### src/rtl/sha256_pkg.sv
// Shared SHA-256 constants, types and round functions.
package sha256_pkg;

    typedef logic [31:0] word_t;

    // a occupies the top word so a packed hash maps straight onto the digest port.
    typedef struct packed {
        word_t a, b, c, d, e, f, g, h;
    } hash_t;

    // Index 15 holds W[t], index 0 the newest word, so M_in loads without reordering.
    typedef logic [15:0][31:0] win_t;

    typedef enum logic [1:0] {IDLE, RUN, DONE} state_e;

    localparam hash_t IV = {32'h6a09e667, 32'hbb67ae85, 32'h3c6ef372, 32'ha54ff53a,
                            32'h510e527f, 32'h9b05688c, 32'h1f83d9ab, 32'h5be0cd19};

    localparam word_t K [64] = '{
        32'h428a2f98, 32'h71374491, 32'hb5c0fbcf, 32'he9b5dba5, 32'h3956c25b, 32'h59f111f1, 32'h923f82a4, 32'hab1c5ed5,
        32'hd807aa98, 32'h12835b01, 32'h243185be, 32'h550c7dc3, 32'h72be5d74, 32'h80deb1fe, 32'h9bdc06a7, 32'hc19bf174,
        32'he49b69c1, 32'hefbe4786, 32'h0fc19dc6, 32'h240ca1cc, 32'h2de92c6f, 32'h4a7484aa, 32'h5cb0a9dc, 32'h76f988da,
        32'h983e5152, 32'ha831c66d, 32'hb00327c8, 32'hbf597fc7, 32'hc6e00bf3, 32'hd5a79147, 32'h06ca6351, 32'h14292967,
        32'h27b70a85, 32'h2e1b2138, 32'h4d2c6dfc, 32'h53380d13, 32'h650a7354, 32'h766a0abb, 32'h81c2c92e, 32'h92722c85,
        32'ha2bfe8a1, 32'ha81a664b, 32'hc24b8b70, 32'hc76c51a3, 32'hd192e819, 32'hd6990624, 32'hf40e3585, 32'h106aa070,
        32'h19a4c116, 32'h1e376c08, 32'h2748774c, 32'h34b0bcb5, 32'h391c0cb3, 32'h4ed8aa4a, 32'h5b9cca4f, 32'h682e6ff3,
        32'h748f82ee, 32'h78a5636f, 32'h84c87814, 32'h8cc70208, 32'h90befffa, 32'ha4506ceb, 32'hbef9a3f7, 32'hc67178f2
    };

    function automatic word_t rotr(input word_t x, input int n);
        return (x >> n) | (x << (32 - n));
    endfunction

    function automatic word_t Ch(input word_t x, input word_t y, input word_t z);
        return (x & y) ^ (~x & z);
    endfunction

    function automatic word_t Maj(input word_t x, input word_t y, input word_t z);
        return (x & y) ^ (x & z) ^ (y & z);
    endfunction

    function automatic word_t S0(input word_t x);
        return rotr(x, 2) ^ rotr(x, 13) ^ rotr(x, 22);
    endfunction

    function automatic word_t S1(input word_t x);
        return rotr(x, 6) ^ rotr(x, 11) ^ rotr(x, 25);
    endfunction

    function automatic word_t s0(input word_t x);
        return rotr(x, 7) ^ rotr(x, 18) ^ (x >> 3);
    endfunction

    function automatic word_t s1(input word_t x);
        return rotr(x, 17) ^ rotr(x, 19) ^ (x >> 10);
    endfunction

    function automatic hash_t hash_add(input hash_t x, input hash_t y);
        return '{a: x.a + y.a, b: x.b + y.b, c: x.c + y.c, d: x.d + y.d,
                 e: x.e + y.e, f: x.f + y.f, g: x.g + y.g, h: x.h + y.h};
    endfunction

endpackage

### src/rtl/sha256_round.sv
// One combinational SHA-256 round plus one step of the rolling message schedule.
// Zero latency, no flow control; chained RPC deep inside the core.
module sha256_round
    import sha256_pkg::*;
(
    input  hash_t st_i,
    input  win_t  win_i,
    input  word_t k_i,
    output hash_t st_o,
    output win_t  win_o
);

    word_t t1, t2, w_new;

    assign t1    = st_i.h + S1(st_i.e) + Ch(st_i.e, st_i.f, st_i.g) + k_i + win_i[15];
    assign t2    = S0(st_i.a) + Maj(st_i.a, st_i.b, st_i.c);
    assign st_o  = '{a: t1 + t2, b: st_i.a, c: st_i.b, d: st_i.c,
                     e: st_i.d + t1, f: st_i.e, g: st_i.f, h: st_i.g};

    // W[t+16] from W[t+14], W[t+9], W[t+1], W[t]; extra words past round 63 are never used.
    assign w_new = s1(win_i[1]) + win_i[6] + s0(win_i[14]) + win_i[15];
    assign win_o = {win_i[14:0], w_new};

endmodule

### src/rtl/sha256_core.sv
// SHA-256 block compressor with optional digest chaining, RPC rounds per clock.
// Digest valid 64/RPC edges after acceptance; holds in DONE until out_rdy, accepts only in IDLE.
module sha256_core
    import sha256_pkg::*;
#(
    parameter int RPC      = 1,
    parameter bit CHAIN_EN = 1'b1
)(
    input  logic         clk,
    input  logic         rst_n,
    input  logic [511:0] M_in,
    input  logic         init,
    input  logic         in_v,
    output logic         in_rdy,
    output logic [255:0] H256_out,
    output logic         out_v,
    input  logic         out_rdy
);

    if (!(RPC == 1 || RPC == 2 || RPC == 4)) begin : g_bad_rpc
        $error("sha256_core: RPC must be 1, 2 or 4");
    end

    localparam logic [6:0] RPC_W = 7'(RPC);
    localparam logic [6:0] LAST  = 7'(64 - RPC);

    state_e      state_q, state_d;
    hash_t       base_q, base_d, work_q, work_d, chain_q, chain_d;
    win_t        win_q, win_d;
    logic [6:0]  cnt_q, cnt_d;
    hash_t       base_sel, st_last, sum;
    win_t        win_last;

    for (genvar i = 0; i < RPC; i++) begin : g_round
        hash_t st_in, st_out;
        win_t  win_in, win_out;
        if (i == 0) begin : g_first
            assign st_in  = work_q;
            assign win_in = win_q;
        end else begin : g_next
            assign st_in  = g_round[i-1].st_out;
            assign win_in = g_round[i-1].win_out;
        end
        sha256_round u_round (
            .st_i  (st_in),
            .win_i (win_in),
            .k_i   (K[cnt_q[5:0] + 6'(i)]),
            .st_o  (st_out),
            .win_o (win_out)
        );
    end

    assign st_last  = g_round[RPC-1].st_out;
    assign win_last = g_round[RPC-1].win_out;
    assign base_sel = (init || !CHAIN_EN) ? IV : chain_q;
    assign sum      = hash_add(base_q, work_q);
    assign H256_out = sum;
    assign in_rdy   = (state_q == IDLE);
    assign out_v    = (state_q == DONE);

    always_comb begin
        state_d = state_q;
        unique case (state_q)
            IDLE:    if (in_v)            state_d = RUN;
            RUN:     if (cnt_q == LAST)   state_d = DONE;
            DONE:    if (out_rdy)         state_d = IDLE;
            default:                      state_d = IDLE;
        endcase
    end

    always_comb begin
        base_d  = base_q;
        work_d  = work_q;
        win_d   = win_q;
        cnt_d   = cnt_q;
        chain_d = chain_q;
        unique case (state_q)
            IDLE: if (in_v) begin
                base_d = base_sel;
                work_d = base_sel;
                win_d  = M_in;
                cnt_d  = '0;
            end
            RUN: begin
                work_d = st_last;
                win_d  = win_last;
                cnt_d  = (cnt_q >= LAST) ? 7'd64 : cnt_q + RPC_W;
            end
            DONE: if (out_rdy) chain_d = sum;
            default: ;
        endcase
    end

    always_ff @(posedge clk or negedge rst_n) begin
        if (!rst_n) state_q <= IDLE;
        else        state_q <= state_d;
    end

    always_ff @(posedge clk or negedge rst_n) begin
        if (!rst_n) begin
            base_q  <= '0;
            work_q  <= '0;
            win_q   <= '0;
            cnt_q   <= '0;
            chain_q <= IV;
        end else begin
            base_q  <= base_d;
            work_q  <= work_d;
            win_q   <= win_d;
            cnt_q   <= cnt_d;
            chain_q <= chain_d;
        end
    end

endmodule

### config.mk
export PLATFORM = sky130hd
export DESIGN_NAME = sha256_core
export DESIGN_NICKNAME = d
export VERILOG_FILES = /design/src/rtl/sha256_pkg.sv /design/src/rtl/sha256_round.sv /design/src/rtl/sha256_core.sv
export SDC_FILE = /design/constraint.sdc
export NUM_CORES = 2
export LEC_CHECK = 0
export ABC_CLOCK_PERIOD_IN_PS = 7100
export BUFFER_PORTS_ARGS = -buffer_cell sky130_fd_sc_hd__buf_2
export CORE_AREA = 3 3 447 338
export CTS_CLUSTER_SIZE = 8
export DETAILED_ROUTE_END_ITERATION = 8
export DIE_AREA = 0 0 450 341
export PLACE_DENSITY_LB_ADDON = 0.3
export SYNTH_ARGS = -nofsm -noshare
export SYNTH_HDL_FRONTEND = slang
export SYNTH_SLANG_ARGS = --single-unit
export TNS_END_PERCENT = 20
### constraint.sdc
create_clock -name clk -period 7.1 [get_ports clk]
set_input_delay 0.355 -clock clk [delete_from_list [all_inputs] [get_ports clk]]
set_output_delay 0.355 -clock clk [all_outputs]
set_load 0.005 [all_outputs]
Yosys cells after proc, flatten, opt, wreduce, memory -nomap -nowiden
Memory sizes are Yosys's and may differ from the RTL's.
Cells that the tools add are included.

operators by class
  divide/modulo/power cells = 0
  multipliers = 0
  reductions and logical operators = 6
  shift-type cells = 0
  multiplexer cells = 14
  bitwise logic cells = 28
  equality and inequality tests = 6
  $lt $le $gt $ge = 2
  add/sub/neg operators = 19

operators with widths
  operator             number
  $pmux 512 s2         1
  $add 32x32->32       18
  $mux 256             2
  $mux 512             1
  $pmux 256 s2         1
  $xor 32x32->32       9
  $and 32x32->32       5
  $mux 32              2
  $not 32->32          1
  $or 10x32->32        1
  $or 13x32->32        1
  $or 14x32->32        1
  $or 15x32->32        1
  $or 19x32->32        1
  $or 21x32->32        1
  $or 25x32->32        1
  $or 26x32->32        1
  $or 30x32->32        1
  $or 7x32->32         1
  $xor 32x22->32       1
  $xor 32x29->32       1
  $mux 7               2
  $pmux 7 s2           1
  $add 7x1->7 const B  1
  other kinds (14)     19

storage, ports and cells
  register bits after elaboration = 1289
  memories kept = 1
  bits in writable memories = 0
  word-level logic and storage cells = 118
  bits in read-only memories = 2048
  input port bits = 517
  output and inout bits = 258
  bits in latches = 0

memories
  memory            depth  bits a word  read ports  clocked after memory_dff  wr ports  line               source
  (name not given)  64     32           1           0                         0         sha256_core.sv:47  .k_i (K[cnt_q[5:0] + 6'(i)]),

Longest topological paths before layout
  depth after elaboration = 9
  depth in mapped cells = 36
  gate-level depth less buffers = 34

By module
Synthesis repeated with hierarchy kept, for this count alone.

unflattened totals
  cell total of the unflattened synthesis = 10120
  area total of the unflattened synthesis = 87475.1 sq um

modules (own cells, without submodules)
  module        cells an instance  instances  area each (sq um)
  sha256_core   7685               1          68328.0
  sha256_round  2435               1          19147.1

Worst setup path after synthesis
Ideal clock, no wire load.

  path type = flip-flop to flip-flop
  from = register cnt_q[2]
  to = register work_q, in the netlist g_round[0].st_in[254]
  arrival time = 7130 ps
  slack = -168 ps
  cell stages (with the launch flop) = 32
  data required time = 6962 ps
  path buffers = 2
  cell sequence = dfrtp_1 inv_1 clkbuf_1 clkbuf_1 ha_1 nor2_1 o311ai_0 o21ai_0 fa_1 inv_1 ha_1 inv_1 fa_1 nor2b_1 o31a_1 o21ai_1 a2111oi_1 nor2_1 nor2_1 nor2_1 xnor2_1 fa_1 ha_1 a21o_1 a211o_1 nor3_1 a211oi_1 a31o_2 a2111oi_0 a21oi_1 nand4b_1 o211ai_1

between the ends
  word-level cells in the longest chain between the ends = 8

ends and longest elaborated chain
  what                                         line                source
  start: declaration                           sha256_core.sv:30   logic [6:0] cnt_q, cnt_d;
  start signal: assignment                     sha256_core.sv:110  cnt_q <= cnt_d;
  $not 6->7 (not written as such)              sha256_core.sv:47
  $mem_v2 64x32                                --
  $mux 32 (not written as such) (2 in series)  sha256_core.sv:47
  $add 32x32->32 (2 in series)                 sha256_round.sv:15  assign t1 = st_i.h + S1(st_i.e) + Ch(st_i.e, st_i.f, st_i.g) + k_i + win_i[15];
  $add 32x32->32                               sha256_round.sv:17  assign st_o = '{a: t1 + t2, b: st_i.a, c: st_i.b, d: st_i.c,
  $pmux 256 s2                                 sha256_core.sv:77   unique case (state_q)
  end signal: assignment                       sha256_core.sv:108  work_q <= work_d;
  end: declaration                             sha256_core.sv:28   hash_t base_q, base_d, work_q, work_d, chain_q, chain_d;

No other way between the ends. The select of a mux whose other input is x is not followed.
A chain may end at the register's enable or synchronous reset.

Worst setup path in the final report
  from = register cnt_q[2]
  to = register work_q, in the netlist g_round[0].st_in[252]

The elaborated chain is that of the path after synthesis.

==> summary.md <==
| Metric | Value |
|---|---|
| Mapped Nets | just over 10000 |
| Grt total ovfl | 0 |
| Die ar. | 0.153 sq mm |
| Fillers | 11100 |
| Clk sinks | 1289 |
| Slew headroom | 18.6% |
| Area Growth Syn to Fin | 25.5% |
| First-pass detailed-route iteration total | 9 |
| Mux contribution to synthesized area | 2.74% |
| Seq cells post-synth | 1289 |
| Most common cell after layout, fill and taps aside | nand2_1 |
| Register-to-Register Path Depth | 31 |
| Final non-filler cell total | 12700 |
| Critical path startpoint category | flip-flop |
| Vias in the first global route | between 70000 and 80000 |
| CORE AREA | 0.147 sq mm |
| # DRC | between 50 and 60 |
| Critical Path AT | 7.72 ns |
| Least-Margin Pin Slew | ~1.2 ns |
| Kind of critical path | reg -> reg |
| Max Cap Viol | 0 |
| Largest family of logic cells by synthesized area | compound AO/OA/AOI/OAI gates |
| Worst R2R Start | cnt_q[2]$_DFFE_PN0P_ |
| Reg-to-reg slack, setup | 0.14 ns |
| Run status | finished, violations left |
| Sequential area share after synthesis | around 40% |
| Final Hold Viols | 0 |
| Post-Synth XOR/XNOR Area | 6.35% |
| Vias | 83400 |
| Initial Util | a little over half |
| CTS tree | done |
| Vias per cell | between 6 and 7 |
| Dpl cells | 11800 |
| H-tree depth | 4 |
| Post-synth EDFFs | 0 |
| Pin count of the biggest net entering global routing | 242 |
| Root Driver | clkbuf_16 |
| Worst clock skew | 0.0820 ns |
| Port buffer count | roughly 770 |
| Most frequent cells in the layout | nand2_1 (1591), dfrtp_1 (1147), nor2_1 (939) |
| Worst setup EP type | flip-flop |
| Crit path to | g_round[0].st_in[252]$_DFFE_PN0P_ |
| Min Tclk post-route | roughly 7.0 ns |
| Crit-path max cell delay | 0.54 ns |
| First-pass GRT wire length | 540 mm |
| Critical path origin | cnt_q[2]$_DFFE_PN0P_ |
| Top FF cell, synth | dfrtp_1 |
| Netlist cell types | 95 |
| Final setup fails | 0 |
| CTS Buf Count | 180 |
| DR iter-0 viols | approximately 15000 |
| Final #Nets | 11600 |
| Max Slew Vio Count | 0 |
| YS warnings | 0 |
| Cells after Synth | about 9000 |
| Clock latency on the worst-skew pair | 0.84 ns |
| GP Congestion | about 1.1 |
| Slowest cell on crit path | fa_1 |
| Clock Pin Slew Worst Setup and Hold Paths | 0.05 ns |
| Worst Hold Class | in -> reg |
| CP required | 7.86 ns |
| Synth Area in Compound Gates | 19.9% |
| Layout cells sized above 1 | 19.6% |
| Unrepaired setup endpoints after global routing | yes |
| Routed WL | 375 mm |
| Tcrit/Tclk final | between 90% and 100% |
| Crit-path most repeated cell | buf_4 |
| Wire per inst | between 20 and 30 microns |
| FFs w/ async S/R, synth | 100% |
| Ports | between 700 and 800 |
| Post-Syn Area | 0.0807 sq mm |
| Die width | 450 microns |
| Clock buffer depth | 3 |
| Post-Synth Adder-Cell Area | ~11% |
| Worst-path fanout max | 6 |
| Simple-gate portion of the synthesized area | 15.0% |
| Die height | about 340 microns |
| Syn_area_per_cell | between 8 and 9 sq um |
| Rows | approximately 120 |
| FMAX | around 140 MHz |
| Failing checks | design-rule violations |
| Worst reg2reg endpoint | g_round[0].st_in[252]$_DFFE_PN0P_ |
| GRT Resource Usage Total | 47.5% |
| Initial antenna violation count | 59 |
| Detailed Place HPWL | 266 mm |
| Final ANT Viol Nets | 0 |
==> timing repair <==
item,4_1_cts,5_1_grt
hold buffers,512,0
pin swaps,4,61
endpoints found under the hold margin,638,0
resized for setup,31,159
buffers inserted,3,15
setup endpoints to repair,13,27
==> critical path, delay by kind of cell (launching register included) <==
kind	cells	cell delay [ns]
buf+inv	10	1.38
fa+ha+maj	4	1.73
compound gates	9	1.54
simple gates	7	1.65
flops	1	0.38
xor+xnor	1	0.22
==> cells in the mapped netlist (152+ instances only) <==
cell type / number / area share (%)
dfrtp_1: 1153 / 36
a21oi_1: 383 / 2.4
o21ai_0: 366 / 2.3
fa_1: 195 / 4.8
inv_1: 348 / 1.6
a31oi_1: 533 / 4.1
ha_1: 395 / 6.1
nor2_1: 953 / 4.4
xnor2_1: 447 / 4.9
nand2_1: 1596 / 7.4
mux2_2: 152 / 2.1
a21o_1: 188 / 1.7
clkbuf_1: 572 / 2.7
==> how the worst min path moves through the flow <==
stage                     depth (start not counted)                     start  slack, ns                            endpoint
after global routing                              3                 M_in[483]      0.002  g_round[0].win_in[483]$_DFFE_PN0P_
after detailed placement                          2  chain_q[113]$_DFFE_PN1P_       0.45            chain_q[113]$_DFFE_PN1P_
after CTS                                         3                 M_in[481]       0.02  g_round[0].win_in[481]$_DFFE_PN0P_
final                                             3                 M_in[483]       0.03  g_round[0].win_in[483]$_DFFE_PN0P_
after global placement                            2  chain_q[114]$_DFFE_PN1P_       0.45            chain_q[114]$_DFFE_PN1P_
after floorplan                                   0                     rst_n       0.06               base_q[0]$_DFFE_PN0P_
==> state kept, by name, summed over array words and instances, names as in the netlist <==
register,cells
g_round.win_in,512
chain_q,256
base_q,256
g_round.st_in,256
state_q,2
cnt_q,7
==> per-stage QoR <==
stage / instance area (sq um) / setup TNS [ns] / util [%] / hold slack (ns) / setup slack, ns
detailed placement: 89700 / -2.91 / 60.9 / 0.453 / -0.418
finish: 101000 / 0 / 68.8 / 0.0315 / 0.140
floorplan: 80700 / 0 / - / 0.0594 / 0.00100
global placement: 89700 / -2.71 / 60.9 / 0.446 / -0.426
CTS: 100000 / 0 / 68.1 / 0.0181 / 0.000560
global route: 101000 / -0.373 / 68.8 / 0.00191 / -0.0841
==> cell type report <==
class	count	area [sq um]	area share, %
multi-input combinational	6770	45400	44.9
sequential	1289	32400	32.0
timing repair buffer	1916	14100	14.0
clock buffer	288	4950	4.89
tap	1984	2480	2.45
inverter	351	1330	1.31
clock inverter	17	349	0.345
antenna	53	133	0.131
==> per-layer routing <==
metal | track usage, % | wire length, microns | share of wire, % | vias up
met5 | 3.16 | 637 | 0.17 | -
met4 | 21.6 | 22100 | 5.9 | 38
met3 | 22.2 | 62300 | 17 | 1672
met2 | 59.2 | 139000 | 37 | 6951
met1 | 68.5 | 150000 | 40 | 40300
li1 | - | - | - | 34500
==> kinds of logic after synthesis <==
family                     after synthesis
and+or+nand+nor                       2964
AOI/OAI and AO/OA                     2417
DFF                                   1289
buffers and inverters                  981
adders and majority gates              612
xor gates and xnor gates               585
muxes                                  192
Power is left out: the tool's default activity adds up to more than one toggle a clock period on the data nets, which glitch-free logic cannot reach.
